==> config.mk <==
export PLATFORM = sky130hd
export DESIGN_NAME = f_alu_sched_flat
export DESIGN_NICKNAME = d
export VERILOG_FILES = /design/src/rtl/f_alu_sched_pkg.sv /design/src/rtl/f_alu_sched_if.sv /design/src/rtl/f_alu_sched_rr_arbiter.sv /design/src/rtl/f_alu_sched.sv /design/src/flat_wrapper.sv
export SDC_FILE = /design/constraint.sdc
export NUM_CORES = 1
export LEC_CHECK = 0
export ABC_AREA = 0
export BUFFER_PORTS_ARGS = -buffer_cell sky130_fd_sc_hd__buf_2
export CORE_AREA = 5 5 230 232
export DETAILED_ROUTE_END_ITERATION = 10
export DIE_AREA = 0 0 235 237
export GPL_TIMING_DRIVEN = 1
export SLEW_MARGIN = 20
export SYNTH_ARGS = -nofsm -noshare
export SYNTH_HDL_FRONTEND = slang
export SYNTH_SLANG_ARGS = --single-unit
==> constraint.sdc <==
create_clock -name clk -period 2.61 [get_ports clk]
set_input_delay 0.522 -clock clk [delete_from_list [all_inputs] [get_ports clk]]
set_output_delay 0.522 -clock clk [all_outputs]
set_load 0.1 [all_outputs]
==> src/rtl/f_alu_sched_pkg.sv <==
// Shared definitions for the f_alu request scheduler: opcodes, FSM states,
// default latencies and the opcode-to-latency mapping.
package f_alu_sched_pkg;

  localparam int NREQ_DEF     = 4;
  localparam int LAT_LONG_DEF = 8;
  localparam int LAT_FMA_DEF  = 2;

  localparam logic [5:0] OP_FADD   = 6'h00;
  localparam logic [5:0] OP_FSUB   = 6'h01;
  localparam logic [5:0] OP_FMUL   = 6'h02;
  localparam logic [5:0] OP_FDIV   = 6'h03;
  localparam logic [5:0] OP_FSQRT  = 6'h04;
  localparam logic [5:0] OP_FMADD  = 6'h05;
  localparam logic [5:0] OP_FMSUB  = 6'h06;
  localparam logic [5:0] OP_FNMADD = 6'h07;
  localparam logic [5:0] OP_FNMSUB = 6'h08;

  typedef enum logic [1:0] {
    ST_IDLE = 2'd0,
    ST_EXEC = 2'd1,
    ST_DONE = 2'd2
  } state_t;

  // Unknown opcodes fall through to a single EXEC cycle.
  function automatic int op_latency(input logic [5:0] op, input int lat_long,
                                    input int lat_fma);
    int lat;
    lat = 1;
    if (op == OP_FDIV || op == OP_FSQRT) begin
      lat = lat_long;
    end else if (op == OP_FMADD || op == OP_FMSUB ||
                 op == OP_FNMADD || op == OP_FNMSUB) begin
      lat = lat_fma;
    end
    return lat;
  endfunction

endpackage

==> src/rtl/f_alu_sched_if.sv <==
// Requester and f_alu signal bundle for the scheduler; slave = scheduler side.
interface f_alu_sched_if #(
  parameter int NREQ = 4
);
  // Handshake: requester i holds req_valid[i] with stable operands; the op is
  // taken in the cycle req_ready[i] is high together with req_valid[i].
  // resp_valid is a one-cycle pulse with no backpressure.
  logic [NREQ-1:0]    req_valid;
  logic [NREQ-1:0]    req_ready;
  logic [NREQ*32-1:0] req_data1;
  logic [NREQ*32-1:0] req_data2;
  logic [NREQ*32-1:0] req_data3;
  logic [NREQ*6-1:0]  req_select;
  logic [NREQ-1:0]    resp_valid;
  logic [31:0]        resp_result;
  logic [31:0]        alu_data1;
  logic [31:0]        alu_data2;
  logic [31:0]        alu_data3;
  logic [5:0]         alu_select;
  logic [31:0]        alu_result;
  logic               busy;

  modport master (
    output req_valid, req_data1, req_data2, req_data3, req_select, alu_result,
    input  req_ready, resp_valid, resp_result, alu_data1, alu_data2, alu_data3,
           alu_select, busy
  );

  modport slave (
    input  req_valid, req_data1, req_data2, req_data3, req_select, alu_result,
    output req_ready, resp_valid, resp_result, alu_data1, alu_data2, alu_data3,
           alu_select, busy
  );
endinterface

==> src/rtl/f_alu_sched_rr_arbiter.sv <==
// Round-robin grant: lowest requesting index at or above ptr, wrapping.
module rr_arbiter #(
  parameter int NREQ = 4,
  parameter int PW   = 2
) (
  input  logic [NREQ-1:0] req,
  input  logic [PW-1:0]   ptr,
  output logic [NREQ-1:0] grant
);

  logic found;

  // First pass covers ptr..NREQ-1, second pass wraps around to 0..ptr-1.
  always_comb begin
    grant = '0;
    found = 1'b0;
    for (int i = 0; i < NREQ; i++) begin
      if (!found && req[i] && (i >= int'(ptr))) begin
        grant[i] = 1'b1;
        found    = 1'b1;
      end
    end
    for (int i = 0; i < NREQ; i++) begin
      if (!found && req[i]) begin
        grant[i] = 1'b1;
        found    = 1'b1;
      end
    end
  end

endmodule

==> src/rtl/f_alu_sched.sv <==
// Shares one external f_alu among NREQ requesters: round-robin accept,
// fixed per-opcode execute latency, registered result with a one-hot pulse.
module f_alu_sched
  import f_alu_sched_pkg::*;
#(
  parameter int NREQ     = NREQ_DEF,
  parameter int LAT_LONG = LAT_LONG_DEF,
  parameter int LAT_FMA  = LAT_FMA_DEF
) (
  input  logic        clk,
  input  logic        resetn,
  f_alu_sched_if.slave bus,
  output state_t      dbg_state
);

  localparam int PW   = (NREQ > 1) ? $clog2(NREQ) : 1;
  localparam int MAXL = (LAT_LONG > LAT_FMA) ? LAT_LONG : LAT_FMA;
  localparam int CW   = (MAXL > 1) ? $clog2(MAXL + 1) : 1;

  state_t          state, state_nxt;
  logic [PW-1:0]   ptr, g_q, gidx;
  logic [CW-1:0]   cnt;
  logic [NREQ-1:0] grant;
  logic            accept, capture;
  logic [5:0]      sel_g;
  logic [31:0]     d1_g, d2_g, d3_g;

  rr_arbiter #(.NREQ(NREQ), .PW(PW)) u_arb (
    .req  (bus.req_valid),
    .ptr  (ptr),
    .grant(grant)
  );

  always_comb begin
    gidx  = '0;
    sel_g = '0;
    d1_g  = '0;
    d2_g  = '0;
    d3_g  = '0;
    for (int i = 0; i < NREQ; i++) begin
      if (grant[i]) begin
        gidx  = PW'(i);
        sel_g = bus.req_select[i*6 +: 6];
        d1_g  = bus.req_data1[i*32 +: 32];
        d2_g  = bus.req_data2[i*32 +: 32];
        d3_g  = bus.req_data3[i*32 +: 32];
      end
    end
  end

  always_ff @(posedge clk or negedge resetn) begin
    if (!resetn) state <= ST_IDLE;
    else         state <= state_nxt;
  end

  // Ready is masked by resetn so nothing looks accepted while reset is held.
  always_comb begin
    state_nxt      = state;
    accept         = 1'b0;
    capture        = 1'b0;
    bus.req_ready  = '0;
    bus.resp_valid = '0;
    case (state)
      ST_IDLE: begin
        if (|grant) begin
          bus.req_ready = grant & {NREQ{resetn}};
          accept        = 1'b1;
          state_nxt     = ST_EXEC;
        end
      end
      ST_EXEC: begin
        if (cnt == CW'(1)) begin
          capture   = 1'b1;
          state_nxt = ST_DONE;
        end
      end
      ST_DONE: begin
        bus.resp_valid = NREQ'(1) << g_q;
        state_nxt      = ST_IDLE;
      end
      default: state_nxt = ST_IDLE;
    endcase
  end

  always_ff @(posedge clk or negedge resetn) begin
    if (!resetn) begin
      ptr             <= '0;
      g_q             <= '0;
      cnt             <= '0;
      bus.alu_data1   <= '0;
      bus.alu_data2   <= '0;
      bus.alu_data3   <= '0;
      bus.alu_select  <= '0;
      bus.resp_result <= '0;
    end else if (accept) begin
      ptr            <= (gidx == PW'(NREQ - 1)) ? '0 : gidx + PW'(1);
      g_q            <= gidx;
      cnt            <= CW'(op_latency(sel_g, LAT_LONG, LAT_FMA));
      bus.alu_data1  <= d1_g;
      bus.alu_data2  <= d2_g;
      bus.alu_data3  <= d3_g;
      bus.alu_select <= sel_g;
    end else if (state == ST_EXEC) begin
      cnt <= cnt - CW'(1);
      if (capture) bus.resp_result <= bus.alu_result;
    end
  end

  assign bus.busy  = (state != ST_IDLE);
  assign dbg_state = state;

endmodule

==> src/flat_wrapper.sv <==
// flat-port wrapper written by rule: the top's interface ports become plain ports
module f_alu_sched_flat import f_alu_sched_pkg::*;
#(
  parameter int NREQ     = NREQ_DEF,
  parameter int LAT_LONG = LAT_LONG_DEF,
  parameter int LAT_FMA  = LAT_FMA_DEF
)
  (clk, resetn, dbg_state, bus_req_valid, bus_req_data1, bus_req_data2, bus_req_data3, bus_req_select, bus_alu_result, bus_req_ready, bus_resp_valid, bus_resp_result, bus_alu_data1, bus_alu_data2, bus_alu_data3, bus_alu_select, bus_busy);
  f_alu_sched_if #(.NREQ(NREQ)) bus_i ();
  input  logic clk;
  input  logic resetn;
  output state_t dbg_state;
  input wire logic [$bits(bus_i.req_valid)-1:0] bus_req_valid;
  input wire logic [$bits(bus_i.req_data1)-1:0] bus_req_data1;
  input wire logic [$bits(bus_i.req_data2)-1:0] bus_req_data2;
  input wire logic [$bits(bus_i.req_data3)-1:0] bus_req_data3;
  input wire logic [$bits(bus_i.req_select)-1:0] bus_req_select;
  input wire logic [$bits(bus_i.alu_result)-1:0] bus_alu_result;
  output wire logic [$bits(bus_i.req_ready)-1:0] bus_req_ready;
  output wire logic [$bits(bus_i.resp_valid)-1:0] bus_resp_valid;
  output wire logic [$bits(bus_i.resp_result)-1:0] bus_resp_result;
  output wire logic [$bits(bus_i.alu_data1)-1:0] bus_alu_data1;
  output wire logic [$bits(bus_i.alu_data2)-1:0] bus_alu_data2;
  output wire logic [$bits(bus_i.alu_data3)-1:0] bus_alu_data3;
  output wire logic [$bits(bus_i.alu_select)-1:0] bus_alu_select;
  output wire logic [$bits(bus_i.busy)-1:0] bus_busy;
  assign bus_i.req_valid = bus_req_valid;
  assign bus_i.req_data1 = bus_req_data1;
  assign bus_i.req_data2 = bus_req_data2;
  assign bus_i.req_data3 = bus_req_data3;
  assign bus_i.req_select = bus_req_select;
  assign bus_i.alu_result = bus_alu_result;
  assign bus_req_ready = bus_i.req_ready;
  assign bus_resp_valid = bus_i.resp_valid;
  assign bus_resp_result = bus_i.resp_result;
  assign bus_alu_data1 = bus_i.alu_data1;
  assign bus_alu_data2 = bus_i.alu_data2;
  assign bus_alu_data3 = bus_i.alu_data3;
  assign bus_alu_select = bus_i.alu_select;
  assign bus_busy = bus_i.busy;
  f_alu_sched #(.NREQ(NREQ), .LAT_LONG(LAT_LONG), .LAT_FMA(LAT_FMA)) u_core (.clk(clk), .resetn(resetn), .bus(bus_i), .dbg_state(dbg_state));
endmodule
---- After elaboration in Yosys (flattened, before gate mapping) ----
Index checks and enable logic that the tools add are counted.
word-level totals
  output and inout port bits .............. 145
  register bits after elaboration ......... 144
operators by class
  bitwise operators ....................... 2
  add/sub/neg operators ................... 2
  multiplexer cells ....................... 48
  eq/ne operators ......................... 12
  shift operators ......................... 1
  reduce and logical (&&, ||, !) cells .... 27
  $lt $le $gt $ge ......................... 3
operators by type and width
  kind                                                    count
  2-to-1 mux 32 bit                                       12
  == test 6 x 3 -> 1 bit (second input constant)          4
  2-to-1 mux 4 bit                                        6
  2-to-1 mux 6 bit                                        4
  2-to-1 mux 1 bit                                        19
  2-to-1 mux 2 bit                                        6
  logical AND 1 bit                                       10
  zero test 1 bit                                         7
  == test 6 x 2 -> 1 bit (second input constant)          1
  == test 6 x 4 -> 1 bit (second input constant)          1
  AND 4 bit                                               1
  == test 2 bit (second input constant)                   2
  == test 4 x 1 -> 1 bit (second input constant)          1
  >= comparator 1 x 2 -> 1 bit (first input constant)     2
  logical OR 1 bit                                        4
  inequality test 2 x 1 -> 1 bit (second input constant)  2
  case mux 2 bit (2 select lines)                         1
  nonzero test 2 bit                                      2
  OR reduction 4 bit                                      1
  << shifter 1 x 2 -> 4 bit (first input constant)        1
  subtractor 4 x 1 -> 4 bit (second input constant)       1
  AND reduction 3 bit                                     1
  adder 2 x 1 -> 2 bit (second input constant)            1
  == test 2 x 1 -> 1 bit (second input constant)          1
  other kinds (4)                                         4

---- Longest topological paths before layout ----
Gate-level depths: netlist of run 1.
  word-level depth ........................ 34
  depth in mapped cells ................... 10
  gate-level depth less buffers ........... 7

---- By module ----
A second synthesis of run 1 with hierarchy kept.
second synthesis, totals
  cells, all modules ...................... 921
  area, all modules ....................... 7942.6 sq um
modules (own cells, without submodules)
  module       cells each  times used  area an instance (sq um)  sequential area each (sq um)
  f_alu_sched  905         1           7835.0                    3603.5
  rr_arbiter   16          1           107.6                     0.0

---- Least setup slack after synthesis of run 1 ----
Ideal clock, no wire load.
  kind .................................... register -> output
  start point ............................. register u_core.state[1] (netlist: u_core.dbg_state[1])
  end point ............................... output bus_resp_valid[0]
  required time ........................... 2088 ps
  path buffers ............................ 0
  cell stages (with the launch flop) ...... 2
  slack ................................... -2044 ps
  arrival ................................. 4132 ps
  path through ............................ dfrtp_1 > nor4b_1
on the way
  longest elaborated chain between the ends .. 2
ends and longest elaborated chain
  element                   RTL line            text
  start: declaration        f_alu_sched.sv:20   state_t state, state_nxt;
  start signal: assignment  f_alu_sched.sv:53   else state <= state_nxt;
  == test 2 bit             f_alu_sched.sv:63   case (state)
  2-to-1 mux 4 bit          f_alu_sched.sv:63
  end: declaration          flat_wrapper.sv:20  output wire logic [$bits(bus_i.resp_valid)-1:0] bus_resp_valid;
Every way passes these cells.

---- Worst setup path after layout of run 1 ----
  start point ............................. register u_core.ptr[0]
  end point ............................... output bus_req_ready[2]
on the way
  longest elaborated chain between the ends .. 29
  elaborated cells on any way between the ends .. 38
  classes of those cells .................. order compare (3); mux (16); bitwise (1); reduce/logical (18)
ends and longest elaborated chain
  element                         RTL line                      text
  start: declaration              f_alu_sched.sv:21             logic [PW-1:0] ptr, g_q, gidx;
  start signal: assignment        f_alu_sched.sv:96             ptr <= (gidx == PW'(NREQ - 1)) ? '0 : gidx + PW'(1);
  >= comparator 1 x 2 -> 1 bit    f_alu_sched_rr_arbiter.sv:18  if (!found && req[i] && (i >= int'(ptr))) begin
  logical AND 1 bit               f_alu_sched_rr_arbiter.sv:18
  2-to-1 mux 1 bit                f_alu_sched_rr_arbiter.sv:18
  zero test 1 bit                 f_alu_sched_rr_arbiter.sv:18
  logical AND 1 bit (2 in a row)  f_alu_sched_rr_arbiter.sv:18
  2-to-1 mux 1 bit                f_alu_sched_rr_arbiter.sv:18
  zero test 1 bit                 f_alu_sched_rr_arbiter.sv:18
  logical AND 1 bit (2 in a row)  f_alu_sched_rr_arbiter.sv:18
  [11 not listed]                 -
  logical AND 1 bit               f_alu_sched_rr_arbiter.sv:24  if (!found && req[i]) begin
  2-to-1 mux 1 bit                f_alu_sched_rr_arbiter.sv:24
  zero test 1 bit                 f_alu_sched_rr_arbiter.sv:24
  logical AND 1 bit               f_alu_sched_rr_arbiter.sv:24
  2-to-1 mux 1 bit                f_alu_sched_rr_arbiter.sv:24
  OR reduction 4 bit              f_alu_sched.sv:65             if (|grant) begin
  2-to-1 mux 4 bit (*)            f_alu_sched.sv:65
  2-to-1 mux 4 bit (*)            f_alu_sched.sv:63
  end: declaration                flat_wrapper.sv:19            output wire logic [$bits(bus_i.req_ready)-1:0] bus_req_ready;
Mark *: on every way between the ends. The rest lies on a longest branch, timed or not.

==> metrics, run 1 <==
Slew headroom a little over half; Setup Skew 8.21 ps; initial antenna violation count 9; Synth Register Bits 144; port bufs 590; Clk Latency, worst-skew pair 450 ps; core area ~51000 um2; Clock transition at path regs 60 ps; share of cells above drive strength 1 between 40% and 50%; Max Slew Vio Count 0; Synth Cell Area ~7300 um2; Synth Warn # 0; all-layer global routing usage 13.3%; Max stage delay on crit path 450 ps; run status completed; setup TNS 0 ps; setup ws final roughly 110 ps; chip width between 200 and 250 um; Fillers 5551; CTS Buf Count 17; commonest non-fill, non-tap cells in the layout buf_2, nand2_1, dfrtp_1; CP cell instances a211oi_1, o31a_4, and3_2, buf_12; fin nets 1832; HPWL Detailed 31.0 mm; first-pass GRT wire length roughly 57 mm; per-cell routed wire length around 19 um; DRC viols 0; largest net degree at the start of global routing slightly below 80; WP buf/inv 1; period utilisation layout about 96%; Final Hold Fails 0; CTS tree yes; fmax roughly 400 MHz; clock buffer depth 2; Hold Crit Class in -> reg; async set or reset register ratio after synthesis 100%; CP startpoint kind flop; Setup WS pre-CTS 121 ps; DR vias/cell between 4 and 5; Post-synth EDFFs 0; DR iter-0 viols 1031; Syn Area/Cell 8.99 um2; total gr overflow 0; chip height 237 um; RSZ-0062 raised after global routing false; Setup-failing EPs final 0; Clock Sinks about 140; IO Count 591; fin crit period 2500 ps; site row count 83; drt total wl roughly 39 mm; synthesized net count between 1k and 1.5k; Vias 9314; antenna viol nets, final 0; max_cap viols 0; slowest cell on the critical path dfrtp_2; Hold Worst Slack 261 ps; commonest non-fill, non-tap cell in the layout buf_2; synth top area cells dfrtp_1, a222oi_1, nand2_1; P&R area growth vs syn 64.0%; WS Path Type reg -> out; worst-path maximum fanout 13; Critical Path End Type output pin; Synth Instances 813; Critical Path RT 2090 ps; WP data arrival 1980 ps; CTS H-tree depth 4; Pre-antenna DRT Iters 10; top_reg_cell synth dfrtp_1; total die area 55700 um2; Initial Util 14.4%; root buffer cell clkbuf_16; CP delay by family, top compound AO/OA/AOI/OAI gates; vias in the first global route ~9.5k; sequential-to-total area share from yosys stat about half; top cell type's share of synthesized area around half; worst slew pin tran 695 ps; Synth area leader dfrtp_1; gpl congestion 0.960; Unique masters post-synth 48
-- sequential cells by signal (all words and copies together) (netlist names) --
register	flops
u_core.bus.resp_result	32
u_core.bus.alu_data1	32
u_core.cnt	4
u_core.ptr	2
u_core.g_q	2
u_core.bus.alu_select	6
u_core.bus.alu_data2	32
u_core.bus.alu_data3	32
u_core.dbg_state	2
-- tightest hold or removal path, delay by kind of cell --
family	cells	cell delay, ps
simple gates	2	90
buf+inv	1	70
-- final cells by class --
cell class | count | area, um2 | area share (%)
Antenna cell | 3 | 7.51 | 0.0627
Clock buffer | 22 | 484 | 4.04
Clock inverter | 9 | 133 | 1.11
Inverter | 8 | 30.0 | 0.251
Multi-Input combinational cell | 585 | 3460 | 28.9
Sequential cell | 144 | 3610 | 30.1
Tap cell | 680 | 851 | 7.10
Timing Repair Buffer | 628 | 3410 | 28.4
-- timing repair --
action | CTS | global route
hold buffers | 1 | 0
resized for setup | 4 | 2
pin swaps | 2 | 0
hold endpoints to repair | 6 | 0
endpoints found under the setup margin | 2 | 2
buffers inserted | 1 | 0
-- kinds of logic after synthesis --
family	count (synthesis)	synth area share [%]
AND/OR/NAND/NOR	345	19.0
AO/OA/AOI/OAI	235	26.2
flip-flops	144	49.3
buffers and inverters	84	4.76
XOR/XNOR	2	0.240
adder cells (fa/ha/maj)	2	0.342
multiplexers	1	0.137
-- worst paths after layout --
check	start	to	slack [ps]	depth (start not counted)
setup / recovery	u_core.ptr[0]	bus_req_ready[2]	110	4
hold / removal	bus_alu_result[20]	u_core.bus.resp_result[20]	260	3
setup reg to reg	u_core.ptr[1]	u_core.cnt[3]	320	5
hold reg to reg	u_core.bus.resp_result[5]	u_core.bus.resp_result[5]	470	2
max in group asynchronous	resetn	u_core.bus.alu_data3[2]	1040	4
min in group asynchronous	resetn	u_core.ptr[1]	460	2
-- per-stage QoR --
stage | area [um2] | cells | util, %
2_1_floorplan | 7360 | 813 | -
3_3_place_gp | 11300 | 2043 | 22.3
3_5_place_dp | 11300 | 2043 | 22.3
4_1_cts | 12000 | 2076 | 23.6
5_1_grt | 12000 | 2078 | 23.6
6_report | 12000 | 2079 | 23.6
-- synth_stat cells, types with 2 or more instances --
cell and count:
a222oi_1 98, a22o_1 2, o21ai_1 2, buf_1 4, nand2_1 217, nor2b_1 4
nor3b_1 2, nor4_1 2, o21ba_1 2, clkbuf_1 51, dfrtp_1 144, nor4bb_1 2
nand3_1 2, and3_1 4, inv_1 8, nand2b_1 2, xnor2_1 2, ha_1 2
a31oi_1 98, buf_2 20, nor2_1 103, o21ai_0 9, and2_1 3, a32o_1 4
a21oi_1 3
-- routing by layer --
layer	GRT usage, %	vias to the layer above	wire [um]
met2	22.0	595	18600
met4	6.05	8	1270
met5	0	-	52
met1	15.1	4425	14500
li1	-	4203	-
met3	5.32	83	4350
Power of run 1 is not shown: default switching activity piles up to over one toggle a cycle in this logic, so the estimate is an artifact.
==> run 2: changes to the inputs <==
REMOVE_ABC_BUFFERS = 1   (was unset)
==> run 2 against run 1 <==
  * The flow now finishes with violations (design-rule violations)
  * Highest routed layer unchanged
  * Worst setup slack gained 44 ps
  * Final area shrank 1.4%
  * Sequential cell count is the same
  * Maximum frequency grew 1.8%
  * Final cell count shrank 0.43%
  * Clock skew grew 4.4 ps
  * First-iteration DRC count shrank 4.2%
  * Global-route usage shrank 0.74 points
  * Worst hold slack lost 4.7 ps
  * Sequential share of layout area grew 0.41 points
  * Largest cell class unchanged
  * Wire length shrank 5.5%
  * Non-clock buffer count shrank 8
==> metrics, run 2 (synthesized netlist as in run 1, its figures left out) <==
Worst R2R Path Depth 6; chip height approximately 240 um; Cell Count, Final, Fillers Out 2070; RSZ-0062 raised after global routing false; P&R area growth vs syn 61.6%; CTS tree yes; Final Hold Fails 0; Initial Util 14.4%; fin nets about 1.8k; Vias approximately 9.1k; antenna viol nets, final 0; total die area roughly 56000 um2; total gr overflow 0; CTS H-tree depth 4; chip width approximately 240 um; Clock transition at path regs 70 ps; all-layer global routing usage 12.6%; placed cells between 2k and 2.5k; clock buffer depth 2; per-cell routed wire length about 18 um; Setup-failing EPs final 0; gpl congestion 0.940; worst slew pin tran 698 ps; Critical Path RT 2090 ps; HPWL Detailed 29.7 mm; Final Cell Area 11800 um2; Max Slew Vio Count 0; Placement Cell Area 11200 um2; commonest non-fill, non-tap cell in the layout buf_2; Hold Crit Class in -> reg; initial antenna violation count 4; worst hold path depth 3; max_cap viols 0; Slew headroom 53.5%; DRC viols 14; Post-Route Utilization 23.3%; failing checks design-rule violations; setup TNS 0 ps; site row count slightly above 80; DR vias/cell between 4 and 5; worst-path maximum fanout 9; Setup Skew about 13 ps; WS Path Type reg -> out; WP data arrival between 1500 and 2000 ps; Clock Sinks 144; Pre-antenna DRT Iters 11; vias in the first global route 9390; fmax a little over 400 MHz; fin crit period 2460 ps; IO Count about 600; first-pass GRT wire length 54.5 mm; CP startpoint kind flop; root buffer cell clkbuf_16; share of cells above drive strength 1 ~48%; Clk Latency, worst-skew pair 460 ps; Critical Path End Type output pin; CTS Buf Count 17; commonest non-fill, non-tap cells in the layout buf_2, nand2_1, dfrtp_1; period utilisation layout 94.3%; run status finished, violations left; drt total wl 36.7 mm; largest net degree at the start of global routing 93; port bufs 590; DR iter-0 viols approximately 1000; core area just over 50000 um2
==> run 2: worst max-delay path, stage by stage (launching register included) <==
cell,delay [ps]
dfrtp_2,440
nor2b_1,70
o21ai_1,300
and2_4,260
and3_1,210
buf_12,180
==> run 2: layer usage <==
| metal | vias to the layer above | share of wire, % | track usage [%] |
|---|---|---|---|
| li1 | 4194 | - | - |
| met1 | 4285 | 38 | 14.1 |
| met2 | 589 | 48 | 20.8 |
| met3 | 67 | 10 | 5.15 |
| met4 | 4 | 3.8 | 5.96 |
| met5 | - | 0.057 | 0 |
==> run 2: area by class of cell <==
class / instances / area [um2]
fill: 5510 / 39000
sequential: 144 / 3600
multi-input combinational: 585 / 3400
timing repair buffer: 620 / 3330
tap: 680 / 851
clock buffer: 20 / 457
clock inverter: 11 / 129
inverter: 8 / 30.0
antenna: 2 / 5.00
==> run 2: path summary, 6_finish.rpt <==
path | start | endpoint | slack, ps
worst max register to register | u_core.ptr[0] | u_core.cnt[3] | 260
worst max-delay path | u_core.ptr[1] | bus_req_ready[3] | 150
worst min register to register | u_core.bus.resp_result[21] | u_core.bus.resp_result[21] | 470
worst min-delay path | bus_alu_result[22] | u_core.bus.resp_result[22] | 260
max in group asynchronous | resetn | u_core.bus.alu_data1[26] | 1280
min in group asynchronous | resetn | u_core.bus.alu_data3[12] | 440
==> run 2: through the flow <==
stage | setup WS (ps) | hold WS, ps
after floorplan | -8220 | 226
after global placement | 269 | 328
after detailed placement | 163 | 329
after CTS | 87.6 | 183
after global routing | 2.37 | 212
final | 150 | 256
==> run 2: timing repair <==
item | 4_1_cts | 5_1_grt
endpoints found under the setup margin | 2 | 0
hold endpoints to repair | 1 | 0
buffers inserted | 2 | 0
gates resized for setup | 4 | 0
hold buffers | 1 | 0
Power of run 2 is left out for the same reason.
